## src/rtl/ad7606_seq.sv

```systemverilog
// rtl/ad7606_seq.sv - AD7606 sequencer: reset/settle, periodic conv_start, busy/frame watchdog, frame handshake.
// Optional frame overrun counter built when AD_SEQ_OVERRUN_CNT_EN is defined.
module ad7606_seq (
  input  logic       clk,
  input  logic       rst_n,
  input  logic       enable,
  input  logic [1:0] wave_freq,
  input  logic [2:0] os_cfg,
  input  logic       ad_busy,
  input  logic       frame_done,
  input  logic       frame_ack,
  input  logic       err_clr,
  output logic       ad_reset,
  output logic [2:0] ad_os,
  output logic       conv_start,
  output logic       frame_valid,
  output logic       err_timeout,
  output logic [7:0] ovr_cnt
);
  localparam logic [2:0] ST_RST_PULSE    = 3'd0;
  localparam logic [2:0] ST_SETTLE       = 3'd1;
  localparam logic [2:0] ST_IDLE         = 3'd2;
  localparam logic [2:0] ST_WAIT_TICK    = 3'd3;
  localparam logic [2:0] ST_WAIT_BUSY_HI = 3'd4;
  localparam logic [2:0] ST_WAIT_BUSY_LO = 3'd5;
  localparam logic [2:0] ST_WAIT_FRAME   = 3'd6;

  logic [2:0]  r_state;
  logic [2:0]  w_next;
  logic [9:0]  r_cnt;
  logic [11:0] r_tick_cnt;
  logic [11:0] w_tick_max;
  logic [1:0]  r_wf;
  logic [2:0]  r_ad_os;
  logic        r_os_loaded;
  logic        r_frame_valid;
  logic        r_err;
  logic        w_tick_run;
  logic        w_tick;
  logic        w_os_match;
  logic        w_timeout;

  always_comb begin
    case (r_wf)
      2'b00:   w_tick_max = 12'd3999;
      2'b01:   w_tick_max = 12'd1999;
      2'b10:   w_tick_max = 12'd799;
      default: w_tick_max = 12'd399;
    endcase
  end

  // Tick counter only runs while sampling; ticks outside WAIT_TICK are simply lost.
  assign w_tick_run = (r_state == ST_WAIT_TICK) || (r_state == ST_WAIT_BUSY_HI) ||
                      (r_state == ST_WAIT_BUSY_LO) || (r_state == ST_WAIT_FRAME);
  assign w_tick     = w_tick_run && (r_tick_cnt == w_tick_max);
  assign w_os_match = (os_cfg == r_ad_os);

  always_comb begin
    w_next    = r_state;
    w_timeout = 1'b0;
    case (r_state)
      ST_RST_PULSE:    if (r_cnt == 10'd3) w_next = ST_SETTLE;
      ST_SETTLE:       if (r_cnt == 10'd99) w_next = ST_IDLE;
      ST_IDLE: begin
        if (!w_os_match)  w_next = ST_RST_PULSE;
        else if (enable)  w_next = ST_WAIT_TICK;
      end
      ST_WAIT_TICK: begin
        if (!enable || !w_os_match) w_next = ST_IDLE;
        else if (w_tick)            w_next = ST_WAIT_BUSY_HI;
      end
      ST_WAIT_BUSY_HI: begin
        if (ad_busy)               w_next = ST_WAIT_BUSY_LO;
        else if (r_cnt == 10'd7)   w_timeout = 1'b1;
      end
      ST_WAIT_BUSY_LO: begin
        if (!ad_busy)              w_next = ST_WAIT_FRAME;
        else if (r_cnt == 10'd1023) w_timeout = 1'b1;
      end
      ST_WAIT_FRAME: begin
        if (frame_done)            w_next = ST_WAIT_TICK;
        else if (r_cnt == 10'd63)  w_timeout = 1'b1;
      end
      default:                     w_next = ST_RST_PULSE;
    endcase
    if (w_timeout) w_next = ST_RST_PULSE;
  end

  always_ff @(posedge clk or negedge rst_n) begin
    if (!rst_n) begin
      r_state       <= ST_RST_PULSE;
      r_cnt         <= '0;
      r_tick_cnt    <= '0;
      r_wf          <= '0;
      r_ad_os       <= '0;
      r_os_loaded   <= 1'b0;
      r_frame_valid <= 1'b0;
      r_err         <= 1'b0;
    end else begin
      r_state <= w_next;
      r_cnt   <= (w_next != r_state) ? 10'd0 : r_cnt + 10'd1;
      // Rate select is only picked up at a period boundary or while the counter is parked.
      if (!w_tick_run || w_tick) begin
        r_tick_cnt <= '0;
        r_wf       <= wave_freq;
      end else begin
        r_tick_cnt <= r_tick_cnt + 12'd1;
      end
      if (!r_os_loaded) begin
        r_ad_os     <= os_cfg;
        r_os_loaded <= 1'b1;
      end else if ((r_state == ST_IDLE) && !w_os_match) begin
        r_ad_os <= os_cfg;
      end
      if (frame_done)     r_frame_valid <= 1'b1;
      else if (frame_ack) r_frame_valid <= 1'b0;
      if (w_timeout)      r_err <= 1'b1;
      else if (err_clr)   r_err <= 1'b0;
    end
  end

`ifdef AD_SEQ_OVERRUN_CNT_EN
  logic [7:0] r_ovr_cnt;
  logic       w_overrun;

  assign w_overrun = frame_done && r_frame_valid && !frame_ack;

  always_ff @(posedge clk or negedge rst_n) begin
    if (!rst_n)                              r_ovr_cnt <= '0;
    else if (err_clr)                        r_ovr_cnt <= '0;
    else if (w_overrun && r_ovr_cnt != 8'hFF) r_ovr_cnt <= r_ovr_cnt + 8'd1;
  end

  assign ovr_cnt = r_ovr_cnt;
`else
  assign ovr_cnt = 8'd0;
`endif

  assign ad_reset    = (r_state == ST_RST_PULSE);
  assign ad_os       = r_ad_os;
  assign conv_start  = (r_state == ST_WAIT_TICK) && enable && w_os_match && w_tick;
  assign frame_valid = r_frame_valid;
  assign err_timeout = r_err;

endmodule

```

## config.mk

```make
export PLATFORM = sky130hd
export DESIGN_NAME = ad7606_seq
export DESIGN_NICKNAME = d
export VERILOG_FILES = /design/src/rtl/ad7606_seq.sv
export SDC_FILE = /design/constraint.sdc
export NUM_CORES = 1
export LEC_CHECK = 0
export ABC_CLOCK_PERIOD_IN_PS = 6100
export CORE_MARGIN = 4
export CORE_UTILIZATION = 35
export CTS_CLUSTER_DIAMETER = 30
export DETAILED_ROUTE_END_ITERATION = 12
export SYNTH_ARGS = -nofsm -noshare
export SYNTH_HDL_FRONTEND = slang
export SYNTH_SLANG_ARGS = --single-unit
```

## constraint.sdc

```tcl
create_clock -name clk -period 6.1 [get_ports clk]
set_input_delay 1.525 -clock clk [delete_from_list [all_inputs] [get_ports clk]]
set_output_delay 1.525 -clock clk [all_outputs]
set_load 0.02 [all_outputs]
```

==> flow_metrics.env <==
export IMPL_synth_cell_types=49
export IMPL_cts_path_max_buffers=2
export IMPL_dp_hpwl_um=2660
export IMPL_antenna_left=0
export IMPL_critPathKind="in -> out"
export IMPL_num_io_pins=27
export IMPL_synth_async_reset_ratio_pct=100
export IMPL_grt_pass1_vias=1446
export IMPL_tightest_slew_ns=0.539
export IMPL_cts_resized=0
export IMPL_num_vias=1519
export IMPL_yosys_area_top_type="dfrtp_1"
export IMPL_period_minus_slack_ns=5.14
export IMPL_relSlewSlack_pct=63.5
export IMPL_htree_levels=2
export IMPL_post_cts_setup_buffers=0
export IMPL_die_h_um=82.7
export IMPL_whs_ns=0.467
export IMPL_grt_max_degree=34
export IMPL_critPathMaxFanout=5
export IMPL_drtIter0Drc=96
export IMPL_track_usage_pct=13.1
export IMPL_holdBufCountCts=0
export IMPL_fin_nets=242
export IMPL_critPathSlowestCell="clkdlybuf4s50_1"
export IMPL_gp_congestion=0.901
export IMPL_yosysWarnings=0
export IMPL_ir_drop_mv=0.0979
export IMPL_worstPathArrival_ns=3.62
export IMPL_status="finished clean"
export IMPL_syn_to_final_growth_pct=18.0
export IMPL_report_final_hold_viol_count=0
export IMPL_rsz0062_at_grt="no"
export IMPL_die_w_um=82.7
export IMPL_syn_inst=210
export IMPL_fin_crit_sh_pct=84.3
export IMPL_power_leakage_uw=0.000918
export IMPL_worstHoldPathType="reg -> reg"
export IMPL_synthDominantCellAreaShare_pct=42.3
export IMPL_clock_sinks=33
export IMPL_die_area_um2=6840
export IMPL_core_area_um2=5270
export IMPL_fill_cells=510
export IMPL_drv_slew=0
export IMPL_endpoint_kind="output port"
export IMPL_grt_overflow=0
export IMPL_cp_cell_sequence="clkdlybuf4s50_1 -> xor2_1 -> nor4b_1 -> buf_4 -> and2_1 -> and3_1 -> clkdlybuf4s50_1"
export IMPL_root_buffer="clkbuf_8"
export IMPL_setup_tns_final_ns=0
export IMPL_clk_pin_slew_worst_paths_ns=0.08
export IMPL_cts_tree="done"
export IMPL_drive_gt1_share_pct=8.30
export IMPL_cts_buffers=5
export IMPL_maxCapViolations=0
export IMPL_start_util_pct=37.1
export IMPL_avgViaCountPerCell=5.08
export IMPL_setup_violations=0
export IMPL_netlist_area_um2=1950
export IMPL_worst_setup_path_start_kind="input port"
export IMPL_synth_edff_count=0
export IMPL_crit_start="os_cfg[0]"
export IMPL_drc_errors=0
export IMPL_max_freq_mhz=194
export IMPL_grt_first_pass_wirelength_um=6700
export IMPL_synth_flop_cell="dfrtp_1"
export IMPL_synth_seq_cells=33
export IMPL_r2r_start="r_tick_cnt[0]"
export IMPL_path_common_cell="clkdlybuf4s50_1"
export IMPL_portBuffers=18
export IMPL_dr_pass1_iters=4
export IMPL_skew_ns=0.00752
export IMPL_cp_slowest_stage_delay_ns=0.61
export IMPL_clk_latency_ns=0.30
export IMPL_grt_antenna_before_repair=0
export IMPL_num_rows=26
export IMPL_diodes=0
export IMPL_wl_um=3860
export IMPL_power_density_nw_per_um2=224
export IMPL_synthTopCellsByArea="dfrtp_1 42%, nor2_1 5.8%, xnor2_1 4.9%"
export IMPL_wl_per_cell_um=12.9
export IMPL_ys_seq_area_share_pct=42.3
export IMPL_cp_data_required_time_ns=4.58
export IMPL_min_delay_start="r_tick_cnt[0]"
export IMPL_syn_area_per_cell_um2=9.31
-- Yosys cell counts, drive strengths merged (3+ instances only) --
master	instances
a21oi	6
dfrtp	33
nand2b	4
xnor2	11
nor3	6
clkbuf	6
buf	10
nand3	9
o21ai	6
nor2	30
xor2	10
nand4	6
nor2b	5
and3	9
nor4	3
nand2	10
mux2	4
o211ai	3
inv	7
-- flip-flops by register name (all words and copies together), names as in the netlist --
register	flops
ad_os	3
err_timeout	1
r_os_loaded	1
r_wf	2
r_cnt	10
r_tick_cnt	12
frame_valid	1
r_state	3
-- layout make-up --
type | count | area, µm² | area share, %
Multi-Input combinational cell | 161 | 1030 | 44.8
Sequential cell | 33 | 826 | 35.8
Timing Repair Buffer | 20 | 195 | 8.46
Tap cell | 70 | 87.6 | 3.80
Clock buffer | 5 | 68.8 | 2.98
Clock inverter | 3 | 68.8 | 2.98
Inverter | 7 | 26.3 | 1.14
-- where the power goes --
group | internal, µW | switching [µW] | total (µW)
combinational | 16.4 | 19.5 | 36.0
clock | 164 | 89.7 | 254
sequential | 222 | 3.31 | 225
total | 403 | 113 | 516
-- metrics by stage --
stage	cells	setup slack (ns)	utilization [%]	area [µm²]	total power (µW)
floorplan	217	1.87	-	1980	249
global placement	291	0.968	41.1	2170	266
detailed placement	291	0.943	41.1	2170	266
CTS	299	0.936	43.8	2310	525
global route	299	0.859	43.8	2310	541
finish	299	0.958	43.8	2310	516
-- kinds of logic after synthesis --
family,Yosys count,synth area share [%]
mux,4,2.30
compound gates,28,11.7
simple gates,97,26.5
xor+xnor,21,9.41
other cells,2,0.384
flops,33,42.3
fa+ha+maj,2,1.28
buf+inv,23,6.21
-- worst max-delay path: cells and delay by family --
family | cells | cell delay (ns)
buffers and inverters | 3 | 1.24
XOR/XNOR | 1 | 0.17
AND/OR/NAND/NOR | 3 | 0.70
-- cells in the final DEF, fill, tap and decap left out, types with 2 or more instances in the layout --
cell type / netlist / routed
dfrtp_1: 33 / 33
nor2_1: 30 / 30
clkdlybuf4s50_1: 0 / 18
xnor2_1: 11 / 11
xor2_1: 10 / 10
nand2_1: 10 / 10
and3_1: 9 / 9
nand3_1: 9 / 9
conb_1: 2 / 9
inv_1: 7 / 7
nor3_1: 6 / 6
o21ai_0: 6 / 6
a21oi_1: 6 / 6
nand4_1: 6 / 6
nor2b_1: 5 / 5
clkbuf_8: 0 / 5
nand2b_1: 4 / 4
nor4_1: 3 / 3
mux2_2: 3 / 3
and4_1: 2 / 2
nor4b_1: 2 / 2
o211ai_1: 2 / 2
a41oi_1: 2 / 2
ha_1: 2 / 2
bufinv_16: 0 / 2
buf_4: 9 / 2
-- metal layers --
layer,wire (µm),vias to the layer above,global-route usage (%),share of wire (%)
met5,0,-,0,0
met4,91,0,6.86,2.4
met3,268,7,3.80,6.9
met2,1660,54,19.2,43
met1,1840,702,17.5,48
li1,-,756,-,-
-- worst paths after layout --
check	cells past startpoint	end	slack, ns
max	7	conv_start	0.96
min	1	r_tick_cnt[0]	0.47
max reg2reg	6	r_wf[1]	3.79
min reg2reg	1	r_tick_cnt[0]	0.47
max in group asynchronous	2	r_cnt[6]	4.16
min in group asynchronous	2	r_tick_cnt[2]	1.63
No activity file was read; power rests on OpenSTA's default activity.
